[src/rtl/writeback_regfile.sv]
// ---------------------------------------------------------------------------
// writeback_regfile
//   Writeback stage plus architectural register file for an in-order pipeline.
//   Selects the writeback value (load data or ALU result), commits it to the
//   register array on the rising edge, and serves two zero-latency read ports
//   with write-through bypass so decode sees a value in the same cycle it is
//   written back. Register 0 is hardwired to zero.
//
//   Parameters
//     DATA_WIDTH  width of every data path and register entry
//     ADDR_WIDTH  register index width (2^ADDR_WIDTH entries)
//
//   Ports
//     clk                   clock, all state updates on the rising edge
//     reset                 synchronous, active-high; clears array and counter
//     memToRegInput         writeback source: 1 = memory data, 0 = ALU result
//     regWriteInput         register write request
//     dataMemoryInput       load data from MEM/WB
//     aluResultInput        ALU result from MEM/WB
//     regWriteAddressInput  destination register index
//     readAddressA/B        decode-stage source indices
//     readDataA/B           source operands (bypassed)
//     writeBackData         selected writeback value, for forwarding
//     writeBackValid        a write commits at the next edge
//     retireCount           number of committed register writes (wraps)
// ---------------------------------------------------------------------------

// ---------------------------------------------------------------------------
// wb_rd_port
//   One combinational read port. Index 0 always reads zero, even when the
//   writeback targets it. A matching in-flight writeback overrides the array.
//
//   Ports
//     rd_addr   source index
//     entries   full register array contents
//     byp_vld   writeback commits this cycle (already gated by reset)
//     byp_addr  writeback destination index
//     byp_data  writeback value
//     rd_data   operand
// ---------------------------------------------------------------------------
module wb_rd_port #(
    parameter int DATA_WIDTH = 32,
    parameter int ADDR_WIDTH = 5
) (
    input  logic [ADDR_WIDTH-1:0]                       rd_addr,
    input  logic [(1<<ADDR_WIDTH)-1:0][DATA_WIDTH-1:0]  entries,
    input  logic                                        byp_vld,
    input  logic [ADDR_WIDTH-1:0]                       byp_addr,
    input  logic [DATA_WIDTH-1:0]                       byp_data,
    output logic [DATA_WIDTH-1:0]                       rd_data
);

    always_comb begin
        rd_data = entries[rd_addr];
        if (rd_addr == '0)
            rd_data = '0;
        else if (byp_vld && (rd_addr == byp_addr))
            rd_data = byp_data;
    end

endmodule

module writeback_regfile #(
    parameter int DATA_WIDTH = 32,
    parameter int ADDR_WIDTH = 5
) (
    input  logic                  clk,
    input  logic                  reset,
    input  logic                  memToRegInput,
    input  logic                  regWriteInput,
    input  logic [DATA_WIDTH-1:0] dataMemoryInput,
    input  logic [DATA_WIDTH-1:0] aluResultInput,
    input  logic [ADDR_WIDTH-1:0] regWriteAddressInput,
    input  logic [ADDR_WIDTH-1:0] readAddressA,
    input  logic [ADDR_WIDTH-1:0] readAddressB,
    output logic [DATA_WIDTH-1:0] readDataA,
    output logic [DATA_WIDTH-1:0] readDataB,
    output logic [DATA_WIDTH-1:0] writeBackData,
    output logic                  writeBackValid,
    output logic [31:0]           retireCount
);

    localparam int ENTRIES  = 1 << ADDR_WIDTH;
    localparam int NUM_RD   = 2;

    typedef struct packed {
        logic                  vld;
        logic [ADDR_WIDTH-1:0] addr;
        logic [DATA_WIDTH-1:0] data;
    } wb_req_t;

    wb_req_t                               wb;
    logic [ENTRIES-1:0][DATA_WIDTH-1:0]    regs;
    logic [31:0]                           retire_cnt;
    logic [NUM_RD-1:0][ADDR_WIDTH-1:0]     rd_addr;
    logic [NUM_RD-1:0][DATA_WIDTH-1:0]     rd_data;

    // Writeback request. Reset gates validity so a write presented during
    // reset neither commits, bypasses, nor counts. Writes to r0 are dropped
    // here, which keeps r0 storage at its reset value forever.
    always_comb begin
        wb.data = memToRegInput ? dataMemoryInput : aluResultInput;
        wb.addr = regWriteAddressInput;
        wb.vld  = regWriteInput && (regWriteAddressInput != '0) && !reset;
    end

    always_ff @(posedge clk) begin
        if (reset)
            regs <= '0;
        else if (wb.vld)
            regs[wb.addr] <= wb.data;
    end

    always_ff @(posedge clk) begin
        if (reset)
            retire_cnt <= '0;
        else if (wb.vld)
            retire_cnt <= retire_cnt + 32'd1;
    end

    assign rd_addr = {readAddressB, readAddressA};

    generate
        for (genvar p = 0; p < NUM_RD; p++) begin : g_rd
            wb_rd_port #(
                .DATA_WIDTH (DATA_WIDTH),
                .ADDR_WIDTH (ADDR_WIDTH)
            ) u_rd (
                .rd_addr  (rd_addr[p]),
                .entries  (regs),
                .byp_vld  (wb.vld),
                .byp_addr (wb.addr),
                .byp_data (wb.data),
                .rd_data  (rd_data[p])
            );
        end
    endgenerate

    assign readDataA      = rd_data[0];
    assign readDataB      = rd_data[1];
    assign writeBackData  = wb.data;
    assign writeBackValid = wb.vld;
    assign retireCount    = retire_cnt;

endmodule

[config.mk]
export PLATFORM = sky130hd
export DESIGN_NAME = writeback_regfile
export DESIGN_NICKNAME = d
export VERILOG_FILES = /design/src/rtl/writeback_regfile.sv
export SDC_FILE = /design/constraint.sdc
export NUM_CORES = 2
export LEC_CHECK = 0
export ABC_AREA = 1
export BUFFER_PORTS_ARGS = -buffer_cell sky130_fd_sc_hd__buf_2
export CAP_MARGIN = 20
export CORE_MARGIN = 10
export CORE_UTILIZATION = 45
export DETAILED_ROUTE_END_ITERATION = 7
export SETUP_SLACK_MARGIN = 0.5
export SYNTH_ARGS = -nofsm -noshare
export SYNTH_HDL_FRONTEND = slang
export SYNTH_HIERARCHICAL = 1
export SYNTH_SLANG_ARGS = --single-unit
[constraint.sdc]
create_clock -name clk -period 3.1 [get_ports clk]
set_input_delay 0.31 -clock clk [delete_from_list [all_inputs] [get_ports clk]]
set_output_delay 0.31 -clock clk [all_outputs]
set_load 0.02 [all_outputs]
After elaboration in Yosys (flattened, before gate mapping)
Cells that the tools add are included.
- register bits after elaboration: 1056
- bits of input ports: 83
- output and inout port bits: 129
- word-level logic and storage cells: 61
- add/subtract/negate cells: 1
- order comparisons: 4
- equality and inequality tests: 2
- muxes and demuxes: 12
- reductions and logical operators: 9
- operators by type and width (kind ; number):
    $bwmux W1024 ; 1
    $bmux W32 S5 ; 2
    $mux W32 ; 8
    $demux W32 S5 ; 1
    $add A32 B1 Y32 const B ; 1
    $lt A5 B6 Y1 const B ; 3
    $eq A5 B5 Y1 ; 2
    $logic_not A5 Y1 ; 2
    $ge A5 B1 Y1 const B ; 1
    $logic_and A1 B1 Y1 ; 5
    $reduce_bool A5 Y1 ; 1
    $logic_not A1 Y1 ; 1

Logic depth before layout (Yosys ltp)
- word-level depth: 6
- mapped depth: 14
- mapped depth without buffers: 11

Cells and area by module
The synthesis kept the hierarchy.
- by module, submodules not included (module ; times used ; cells each ; area an instance (um2) ; seq. area each (um2)):
    writeback_regfile ; 1 ; 5597 ; 39379.0 ; 21140.3
    wb_rd_port ; 2 ; 2936 ; 12557.0 ; 0.0

Worst setup path before layout
No wires, ideal clock.
- path type: input -> output
- start: input port regWriteAddressInput[4]
- end: output port readDataA[10]
- data arrival time: 2.040 ns
- slack: 0.750 ns
- cell stages on the path: 12
- buffers on the path: 3
- cell sequence: clkbuf_2 > nor2_2 > nand3_1 > nand3_1 > inv_1 > buf_2 > o21ai_0 > nor2_1 > nand3_2 > clkbuf_1 > o21ai_0 > a21oi_1
- word-level cells in the longest chain between the ends: 6
- elaborated cells on any way between the ends: 7
- classes of those cells: 1 x eq/ne; 2 x mux; 4 x reduce/logical
- ends and longest elaborated chain (item ; RTL line ; RTL):
    start, declared ; 73 ; input logic [ADDR_WIDTH-1:0] regWriteAddressInput,
    $reduce_bool A5 Y1 ; 104 ; wb.vld = regWriteInput && (regWriteAddressInput != '0) && !reset;
    $logic_and A1 B1 Y1 (2 in a row) ; 104 ;
    via writeBackValid ; 79 ; output logic writeBackValid,
    $logic_and A1 B1 Y1 ; 57 ; else if (byp_vld && (rd_addr == byp_addr))
    $mux W32 ; 57 ;
    $mux W32 ; 55 ; if (rd_addr == '0)
    end, declared ; 76 ; output logic [DATA_WIDTH-1:0] readDataA,
The timed path passes the listed nets, and every way through them passes these cells.

Final worst setup path
- start: input port readAddressB[2]
- end: output port readDataB[11]
- word-level cells in the longest chain between the ends: 4
- elaborated cells on any way between the ends: 7
- classes of those cells: 1 x eq/ne; 4 x mux; 2 x reduce/logical
- ends and longest elaborated chain (item ; RTL line ; RTL):
    start, declared ; 75 ; input logic [ADDR_WIDTH-1:0] readAddressB,
    $bmux W32 S5 or $eq A5 B5 Y1 (tied branches) ; 54, 57 ;
    $mux W32 (implied by the code) or $logic_and A1 B1 Y1 (tied branches) ; 54, 57 ;
    $mux W32 ; 57 ;
    $mux W32 (*) ; 55 ;
    end, declared ; 77 ; output logic [DATA_WIDTH-1:0] readDataB,
Mark *: on every way between the ends. The rest lies on a longest branch, timed or not. The select of a mux whose other input is x is not followed.

==> impl_metrics.env <==
export IMPL_place_gp_congestion=0.9139
export IMPL_min_from="reset"
export IMPL_die_area_mm2=0.1589
export IMPL_slew_violations=0
export IMPL_cp_max_fo=53
export IMPL_reg2reg_from="retireCount[2]"
export IMPL_grt_antenna_before_repair=10
export IMPL_syn_area_mm2=0.06449
export IMPL_path_class="in -> out"
export IMPL_r2r_cells=8
export IMPL_multiInputGateArea_mm2=0.03603
export IMPL_core_mm2=0.1419
export IMPL_status="finished, violations left"
export IMPL_clock_latency_ns=0.77
export IMPL_tns_ns=0
export IMPL_ctsHoldBuffers=0
export IMPL_drt_pass1_iterations=8
export IMPL_hold_violations=0
export IMPL_fmax_mhz=387.2
export IMPL_drc_errors=6
export IMPL_hold_depth=6
export IMPL_synth_top_cells_by_count="4594 x nand2_1, 1916 x nor2_1, 1145 x nand3_1"
export IMPL_cts_tree="yes"
export IMPL_rows=138
export IMPL_vias=73420
export IMPL_synth_distinct_cells=35
export IMPL_stdcell_area_mm2=0.07260
export IMPL_grt_usage_pct=35.36
export IMPL_holdPathEnd="regs[251]"
export IMPL_final_nets=11340
export IMPL_regArea_mm2=0.02115
export IMPL_end_kind="primary output"
export IMPL_power_density_mw_per_mm2=488.1
export IMPL_reg2reg_slack_ns=1.24
export IMPL_skew_ns=0.005040
export IMPL_synth_top_cell_area_share_pct=32.78
export IMPL_synth_top_cell_by_area="dfxtp_1"
export IMPL_min_period_ns=2.583
export IMPL_synth_async_reset_ratio_pct=0
export IMPL_placed_cell_area_mm2=0.06721
export IMPL_seq_area_frac_synth_pct=32.78
export IMPL_max_slew_margin_rel_pct=27.39
export IMPL_drive_gt1_share_pct=7.990
export IMPL_fillers=14760
export IMPL_wirelength_um=295200
export IMPL_synth_flop_cell="dfxtp_1"
export IMPL_ys_seq_elements=1056
export IMPL_ctsLongestPathBuffers=3
export IMPL_grt_pass1_vias=66740
export IMPL_synth_area_top_cells="dfxtp_1 33%, nand2_1 27%, nor2_1 11%"
export IMPL_dpl_hpwl_um=164700
export IMPL_r2r_end="retireCount[29]"
export IMPL_path_clk_slew_ns=0.06
export IMPL_syn_inst=11470
export IMPL_die_w_um=398.6
export IMPL_synth_most_common_cell="nand2_1"
export IMPL_ant_nets=0
export IMPL_violations="design-rule violations"
export IMPL_num_io_pins=212
export IMPL_port_buffers=211
export IMPL_cp_start_kind="input pin"
export IMPL_fin_crit_sh_pct=83.32
export IMPL_grt_remaining_overflow=0
export IMPL_drt_iter0_markers=9502
export IMPL_cts_buffers=132
export IMPL_worst_pin_slew_ns=1.089
export IMPL_grt_pass1_wl_um=430900
export IMPL_avgSynthCellArea_um2=5.623
export IMPL_hold_class="in -> reg"
export IMPL_wl_per_cell_um=22.29
export IMPL_syn_nets=11550
export IMPL_power_leakage_uw=0.03135
export IMPL_peakVddDrop_uv=540.0
export IMPL_fin_ws_ns=0.5172
export IMPL_die_h_um=398.6
export IMPL_crit_required_ns=2.79
export IMPL_htree_levels=4
export IMPL_viasPerCell=5.543
export IMPL_grt_max_degree=174
export IMPL_dpl_worst_slack_ns=0.3007
export IMPL_areaGrowthSynthToFinish_pct=12.58
export IMPL_initial_utilization_pct=45.44
export IMPL_rsz0062_at_grt="yes"
export IMPL_cts_sinks=1056
export IMPL_arrival_ns=2.27
export IMPL_synth_edf_count=0
export IMPL_hold_slack_ns=0.1110
export IMPL_setup_viol=0
export IMPL_cts_root_buf="clkbuf_16"
export IMPL_yosysWarnings=6
export IMPL_cap_violations=0
[area by class of cell]
type / instances / area share, %
Timing Repair Buffer: 519 / 6.712
Clock inverter: 38 / 0.7324
Clock buffer: 197 / 5.587
Tap cell: 1890 / 3.257
Antenna cell: 3 / 0.01034
Multi-Input combinational cell: 8618 / 49.62
Sequential cell: 1056 / 29.13
Timing Repair inverter: 4 / 0.05515
Inverter: 920 / 4.892
[how the worst max path moves through the flow]
stage | from | endpoint | slack, ns | cells past startpoint
after floorplan | regWriteAddressInput[4] | readDataA[10] | 0.75 | 12
after global placement | readAddressA[4] | readDataA[25] | 0.30 | 11
after detailed placement | readAddressA[4] | readDataA[25] | 0.30 | 11
after CTS | regs[475] | readDataA[27] | 0.49 | 11
after global routing | regs[431] | readDataA[15] | 0.45 | 11
final | readAddressB[2] | readDataB[11] | 0.52 | 9
[registers in the layout, indices dropped and copies added (netlist names)]
register and cells:
regs 1024, retireCount 32
[per-layer routing]
layer  vias to the layer above  global-route usage [%]  wire, um
met1                     33410                   45.48    116200
met5                         -                       0         0
met4                         0                   18.39     17000
li1                      34640                       -         -
met3                       943                   8.097     36300
met2                      4417                   55.00    125600
[metrics by stage]
stage | std cells | utilization (%) | power [uW]
final | 13250 | 51.15 | 35440
after global routing | 13240 | 51.15 | 36350
after CTS | 13230 | 50.76 | 35280
after detailed placement | 12990 | 47.35 | 18840
after global placement | 12990 | 47.35 | 18810
after floorplan | 11470 | - | 16900
[cells by family (layout without fill, tap and decap cells)]
group / count (synthesis) / count (layout) / synth area share (%)
compound gates: 910 / 910 / 7.397
flops: 1056 / 1056 / 32.78
simple gates: 7696 / 7696 / 47.48
buf+inv: 1795 / 1678 / 12.17
fa+ha+maj: 1 / 1 / 0.01940
xor+xnor: 11 / 11 / 0.1494
other cells: 0 / 3 / 0
[placed cells by master, fill, tap and decap left out, types with 3 or more instances in the layout]
| cell type | n |
|---|---|
| nand2_1 | 4557 |
| nor2_1 | 1894 |
| nand3_1 | 1123 |
| dfxtp_1 | 1046 |
| inv_1 | 897 |
| o21ai_0 | 366 |
| a21oi_1 | 348 |
| buf_4 | 223 |
| buf_2 | 182 |
| clkbuf_16 | 145 |
| o21ai_1 | 86 |
| buf_12 | 83 |
| o211ai_1 | 80 |
| clkbuf_8 | 36 |
| nand2_2 | 32 |
| clkbuf_1 | 22 |
| nor3_4 | 20 |
| clkinv_2 | 20 |
| nand3_2 | 19 |
| o21ai_2 | 18 |
| inv_2 | 16 |
| nor2_4 | 15 |
| nor2_2 | 13 |
| bufinv_16 | 13 |
| buf_16 | 10 |
| dfxtp_2 | 10 |
| buf_6 | 9 |
| xor2_1 | 7 |
| inv_6 | 7 |
| nand4_1 | 6 |
| nand2_4 | 6 |
| a21oi_2 | 6 |
| nand3_4 | 5 |
| xnor2_1 | 4 |
| buf_8 | 4 |
| diode_2 | 3 |
| inv_8 | 3 |
[power by group]
group | total [uW] | leakage, uW | internal [uW] | switching (uW)
Clock | 16600 | 0.00227 | 10100 | 6460
Sequential | 13700 | 0.00851 | 13700 | 66.0
Combinational | 5160 | 0.0206 | 1360 | 3800
Total | 35400 | 0.0313 | 25100 | 10300
[critical path, cell delays in order]
cell     delay [ns]
buf_8          0.19
inv_6          0.28
buf_12         0.36
nand3_1        0.25
nand3_1        0.16
nand3_1        0.11
nand2_1        0.20
a21oi_1        0.09
buf_2          0.16
[timing repair]
item	4_1_cts	5_1_grt
buffers inserted	2	0
gates cloned	3	8
gates resized for setup	37	113
endpoints found under the setup margin	59	61
pin swaps	3	16
No activity file was read; power rests on OpenSTA's default activity.
